==> src/rtl/dcount_timer_if.sv <==
// Control/status bundle for dcount_timer: load/clear/enable/mode in, count/busy/tc out.
interface dcount_timer_if #(
    parameter int W = 4
);
    logic         clr;
    logic         load;
    logic [W-1:0] d;
    logic         en;
    logic         auto_rl;
    logic [W-1:0] q;
    logic         busy;
    logic         tc;

    modport master (
        output clr, load, d, en, auto_rl,
        input  q, busy, tc
    );

    modport slave (
        input  clr, load, d, en, auto_rl,
        output q, busy, tc
    );
endinterface

==> src/rtl/dcount_timer.sv <==
// Loadable down-counter/timer with one-shot/auto-reload and a one-cycle tc pulse; optional tick prescaler under DCOUNT_PRESCALE_EN.
// Latency: load of N with en high gives tc N cycles after the load edge (N*PRESCALE with the prescaler).
// Backpressure: none; en low holds the count, clr > load > count priority.
module dcount_timer #(
    parameter int W        = 4,
    parameter int PRESCALE = 4
) (
    input  logic           clk,
    input  logic           rst_n,
    dcount_timer_if.slave  bus
);

    typedef enum logic {
        IDLE = 1'b0,
        RUN  = 1'b1
    } state_t;

    state_t       r_state;
    state_t       w_state_nxt;
    logic [W-1:0] r_q;
    logic [W-1:0] w_q_nxt;
    logic [W-1:0] r_rl;
    logic [W-1:0] w_rl_nxt;
    logic         r_tc;
    logic         w_tc_nxt;
    logic         w_tick;

    if (PRESCALE < 1) begin : g_bad_prescale
        $error("dcount_timer: PRESCALE must be >= 1");
    end

`ifdef DCOUNT_PRESCALE_EN
    localparam int PW = (PRESCALE > 1) ? $clog2(PRESCALE) : 1;

    logic [PW-1:0] r_ps;
    logic [PW-1:0] w_ps_nxt;
    logic          w_ps_wrap;

    assign w_ps_wrap = (r_ps == PW'(PRESCALE - 1));
    assign w_tick    = (r_state == RUN) && bus.en && w_ps_wrap;

    // Prescaler restarts on any clear/load so every new count gets a full first period.
    always_comb begin
        w_ps_nxt = r_ps;
        if (bus.clr || bus.load) begin
            w_ps_nxt = '0;
        end else if ((r_state == RUN) && bus.en) begin
            w_ps_nxt = w_ps_wrap ? '0 : r_ps + 1'b1;
        end
    end

    always_ff @(posedge clk or negedge rst_n) begin
        if (!rst_n) begin
            r_ps <= '0;
        end else begin
            r_ps <= w_ps_nxt;
        end
    end
`else
    assign w_tick = (r_state == RUN) && bus.en;
`endif

    always_comb begin
        w_state_nxt = r_state;
        w_q_nxt     = r_q;
        w_rl_nxt    = r_rl;
        w_tc_nxt    = 1'b0;
        if (bus.clr) begin
            w_q_nxt     = '0;
            w_state_nxt = IDLE;
        end else if (bus.load) begin
            w_q_nxt     = bus.d;
            w_rl_nxt    = bus.d;
            w_state_nxt = (bus.d != '0) ? RUN : IDLE;
        end else if (w_tick) begin
            // RUN guarantees r_q >= 1, so the decrement never wraps below zero.
            if (r_q == W'(1)) begin
                w_tc_nxt = 1'b1;
                if (bus.auto_rl) begin
                    w_q_nxt = r_rl;
                end else begin
                    w_q_nxt     = '0;
                    w_state_nxt = IDLE;
                end
            end else begin
                w_q_nxt = r_q - 1'b1;
            end
        end
    end

    always_ff @(posedge clk or negedge rst_n) begin
        if (!rst_n) begin
            r_state <= IDLE;
            r_q     <= '0;
            r_rl    <= '0;
            r_tc    <= 1'b0;
        end else begin
            r_state <= w_state_nxt;
            r_q     <= w_q_nxt;
            r_rl    <= w_rl_nxt;
            r_tc    <= w_tc_nxt;
        end
    end

    assign bus.q    = r_q;
    assign bus.busy = (r_state == RUN);
    assign bus.tc   = r_tc;

endmodule

==> src/flat_wrapper.sv <==
// flat-port wrapper written by rule: the top's interface ports become plain ports
module dcount_timer_flat 
#(
    parameter int W        = 4,
    parameter int PRESCALE = 4
)
  (clk, rst_n, bus_clr, bus_load, bus_d, bus_en, bus_auto_rl, bus_q, bus_busy, bus_tc);
  dcount_timer_if #(.W(W)) bus_i ();
  input  logic clk;
  input  logic rst_n;
  input wire logic [$bits(bus_i.clr)-1:0] bus_clr;
  input wire logic [$bits(bus_i.load)-1:0] bus_load;
  input wire logic [$bits(bus_i.d)-1:0] bus_d;
  input wire logic [$bits(bus_i.en)-1:0] bus_en;
  input wire logic [$bits(bus_i.auto_rl)-1:0] bus_auto_rl;
  output wire logic [$bits(bus_i.q)-1:0] bus_q;
  output wire logic [$bits(bus_i.busy)-1:0] bus_busy;
  output wire logic [$bits(bus_i.tc)-1:0] bus_tc;
  assign bus_i.clr = bus_clr;
  assign bus_i.load = bus_load;
  assign bus_i.d = bus_d;
  assign bus_i.en = bus_en;
  assign bus_i.auto_rl = bus_auto_rl;
  assign bus_q = bus_i.q;
  assign bus_busy = bus_i.busy;
  assign bus_tc = bus_i.tc;
  dcount_timer #(.W(W), .PRESCALE(PRESCALE)) u_core (.clk(clk), .rst_n(rst_n), .bus(bus_i));
endmodule
==> config.mk <==
export PLATFORM = sky130hd
export DESIGN_NAME = dcount_timer_flat
export DESIGN_NICKNAME = d
export VERILOG_FILES = /design/src/rtl/dcount_timer_if.sv /design/src/rtl/dcount_timer.sv /design/src/flat_wrapper.sv
export SDC_FILE = /design/constraint.sdc
export NUM_CORES = 1
export LEC_CHECK = 0
export ABC_CLOCK_PERIOD_IN_PS = 5000
export BUFFER_PORTS_ARGS = -buffer_cell sky130_fd_sc_hd__buf_2
export CAP_MARGIN = 20
export CORE_UTILIZATION = 31
export CTS_BUF_LIST = sky130_fd_sc_hd__clkbuf_16
export DETAILED_ROUTE_END_ITERATION = 8
export HOLD_SLACK_MARGIN = 0.1
export PLACE_DENSITY = 0.59
export SLEW_MARGIN = 20
export SYNTH_ARGS = -nofsm -noshare
export SYNTH_HDL_FRONTEND = slang
export SYNTH_SLANG_ARGS = --single-unit
export TNS_END_PERCENT = 1
==> constraint.sdc <==
create_clock -name clk -period 5 [get_ports clk]
set_clock_uncertainty 0.15 [all_clocks]
set_input_delay 0.5 -clock clk [delete_from_list [all_inputs] [get_ports clk]]
set_output_delay 0.5 -clock clk [all_outputs]
set_load 0.02 [all_outputs]
==> metrics.yaml <==
min_to: "u_core.r_rl[2]$_DFFE_PN0P_"
vdd_drop_max_mv: 0.224
die_width_um: 44.9
grt.total_usage_pct: 16.3
ant_nets: 0
io_pins: 16
drive_above_1_share_pct: 26.3
hold_viol_final: 0
synth_top_family_by_area: "simple AND/OR/NAND/NOR gates"
clock_latency_ns: 0.24
synth.distinct_cells: 28
chipHeight_um: 44.9
grt_pass1_vias: 468
setup_tns_ns: 0
cts_resized: 0
timing.slew.headroom_pct: 64.8
core_area_mm2: 0.00173
viasPerCell: 5.11
start_kind: "register"
clockBufferDepth: 2
setup_viol_count_final: 0
clock_sinks: 10
cp.arrival_ns: 2.03
synth_area_leaders: "dfrtp_1, ha_1, a211oi_1"
clk_pin_slew_ns: 0.04
clock-root-buffer: "clkbuf_16"
cts_buffers: 3
status: "completed"
synthMuxAreaShare_pct: 7.44
powerDensity_mw_per_mm2: 383
r2r-start: "u_core.bus.q[1]$_DFFE_PN0P_"
multi_input_area_um2: 285
syn_area_um2: 572
tightestPinTransition_ns: 0.527
critical_path_class: "reg2reg"
slew_violations: 0
setup_ws_ns: 2.93
n_antenna_cell: 0
total_power_uw: 288
dr.pass1.iters: 4
synth_seq_cells: 10
synth_simple_gate_area_share_pct: 20.6
finalWirelength_um: 1300
hold_path.class: "reg2reg"
syn-mean-instance-area_um2: 9.69
final_core_util_pct: 43.6
seq_area_um2: 250
first_iter_violations: 21
synth_compound_area_share_pct: 17.5
htree_levels: 1
synth.largest_area_cell: "dfrtp_1"
synth_xor_area_share_pct: 0
synth-edff-count: 0
post-place-ws_ns: 2.95
synthAdderAreaFrac_pct: 4.38
min_period_over_period_pct: 41.4
synth_cells: 59
yosysWarnings: 0
min_from: "u_core.r_rl[2]$_DFFE_PN0P_"
hold_depth: 1
period_needed_ns: 2.07
rsz0062_at_grt: "no"
fillers: 170
hpwl_um: 965
dr_total_vias: 516
nets: 89
num_rows: 15
grt_pass1_wl_um: 2160
grt_overflow_total: 0
ff2ff_setup_slack_ns: 2.93
worstPathRequired_ns: 4.96
cap_violations: 0
crit_fanout: 6
grt_max_degree: 11
synth_nets: 71
routedWlPerCell_um: 12.8
async_flop_share_pct: 100
post-route-drc-count: 0
antenna_found_initial: 0
io_buffers: 15
gp_congestion: 0.830
rr_endpoint: "u_core.bus.busy$_DFFE_PN0P_"
fmax_mhz: 483
p_leak_uw: 0.000351
reg2reg_depth: 6
cts_tree: "built"
synth_top_area_share_pct: 43.8
synth-main-ff-cell: "dfrtp_1"
start_util_pct: 33.1
ys_seq_area_share_pct: 43.8
end_kind: "register"
area_delta_synth_final_pct: 31.7
design.die.area_mm2: 0.00202
## cells in the mapped netlist (2+ instances only)
cell type,count
nor3_1,2
nor2_1,2
mux2i_1,2
nor4_1,3
a311oi_1,2
a211oi_1,3
a21oi_1,2
dfrtp_1,10
o21ai_0,2
nand2_1,5
or3b_1,2
ha_1,2
inv_1,6
mux2_2,2
## final cells by class
type | count | area share (%)
Multi-Input combinational cell | 40 | 37.9
Sequential cell | 10 | 33.2
Tap cell | 25 | 4.15
Timing Repair Buffer | 16 | 11.3
Inverter | 6 | 2.99
Clock buffer | 3 | 9.97
Clock inverter | 1 | 0.498
## repair_timing
item	in CTS	in global routing
hold buffers	1	0
endpoints found under the hold margin	10	0
buffers inserted	0	0
## where the power goes
part | switching [uW] | internal [uW]
logic | 26.7 | 21.1
clock network | 36.7 | 105
registers | 9.06 | 90.2
total | 72.4 | 216
## worst max-delay path by stage
| stage | start | to | slack [ns] | depth (start not counted) |
|---|---|---|---|---|
| 3_3_place_gp | u_core.bus.q[1]$_DFFE_PN0P_ | u_core.bus.busy$_DFFE_PN0P_ | 3.00 | 6 |
| 3_5_place_dp | u_core.bus.q[1]$_DFFE_PN0P_ | u_core.bus.busy$_DFFE_PN0P_ | 2.95 | 6 |
| 2_1_floorplan | u_core.bus.q[1]$_DFFE_PN0P_ | u_core.bus.busy$_DFFE_PN0P_ | 2.92 | 7 |
| 4_1_cts | u_core.bus.q[1]$_DFFE_PN0P_ | u_core.bus.busy$_DFFE_PN0P_ | 2.93 | 6 |
| 5_1_grt | u_core.bus.q[0]$_DFFE_PN0P_ | u_core.bus.busy$_DFFE_PN0P_ | 2.83 | 5 |
| 6_report | u_core.bus.q[1]$_DFFE_PN0P_ | u_core.bus.busy$_DFFE_PN0P_ | 2.93 | 6 |
## worst max-delay path, cell delays in order (launching register included)
cell and delay (ns):
dfrtp_1 0.40, inv_1 0.10, ha_1 0.23, or3b_1 0.46, or3b_1 0.40, a21oi_1 0.14, a311oi_1 0.06
## metal layers
layer	GRT usage [%]	up-vias	routed length, um
li1	-	251	-
met1	20.1	240	606
met2	22.0	20	557
met3	6.00	5	79
met4	14.5	0	54
met5	0	-	0
## kinds of logic (layout without fill, tap and decap cells)
group | after synthesis | after routing
AOI/OAI and AO/OA | 14 | 14
buffers and inverters | 9 | 26
adders and majority gates | 2 | 2
and+or+nand+nor | 20 | 20
muxes | 4 | 4
DFF | 10 | 10
## registers in the layout (all words and copies together), names as in the netlist
name             count
u_core.r_rl          4
u_core.bus.tc        1
u_core.bus.q         4
u_core.bus.busy      1
## through the flow
stage                     area, um^2  hold WS (ns)  cells
final                            753         0.354    101
after global routing             753         0.362    101
after CTS                        753         0.352    101
after detailed placement         664         0.226     96
after global placement           664         0.225     96
after floorplan                  572        0.0544     59
## placed cells by master, fill, tap and decap left out, types with 2 or more instances in the layout
cell type  count
buf_2         15
dfrtp_1       10
inv_1          6
nand2_1        5
nor4_1         3
a211oi_1       3
clkbuf_16      3
or3b_1         2
mux2_2         2
o21ai_0        2
nor2_1         2
mux2i_1        2
a311oi_1       2
nor3_1         2
a21oi_1        2
ha_1           2
No activity file was read; power rests on OpenSTA's default activity.
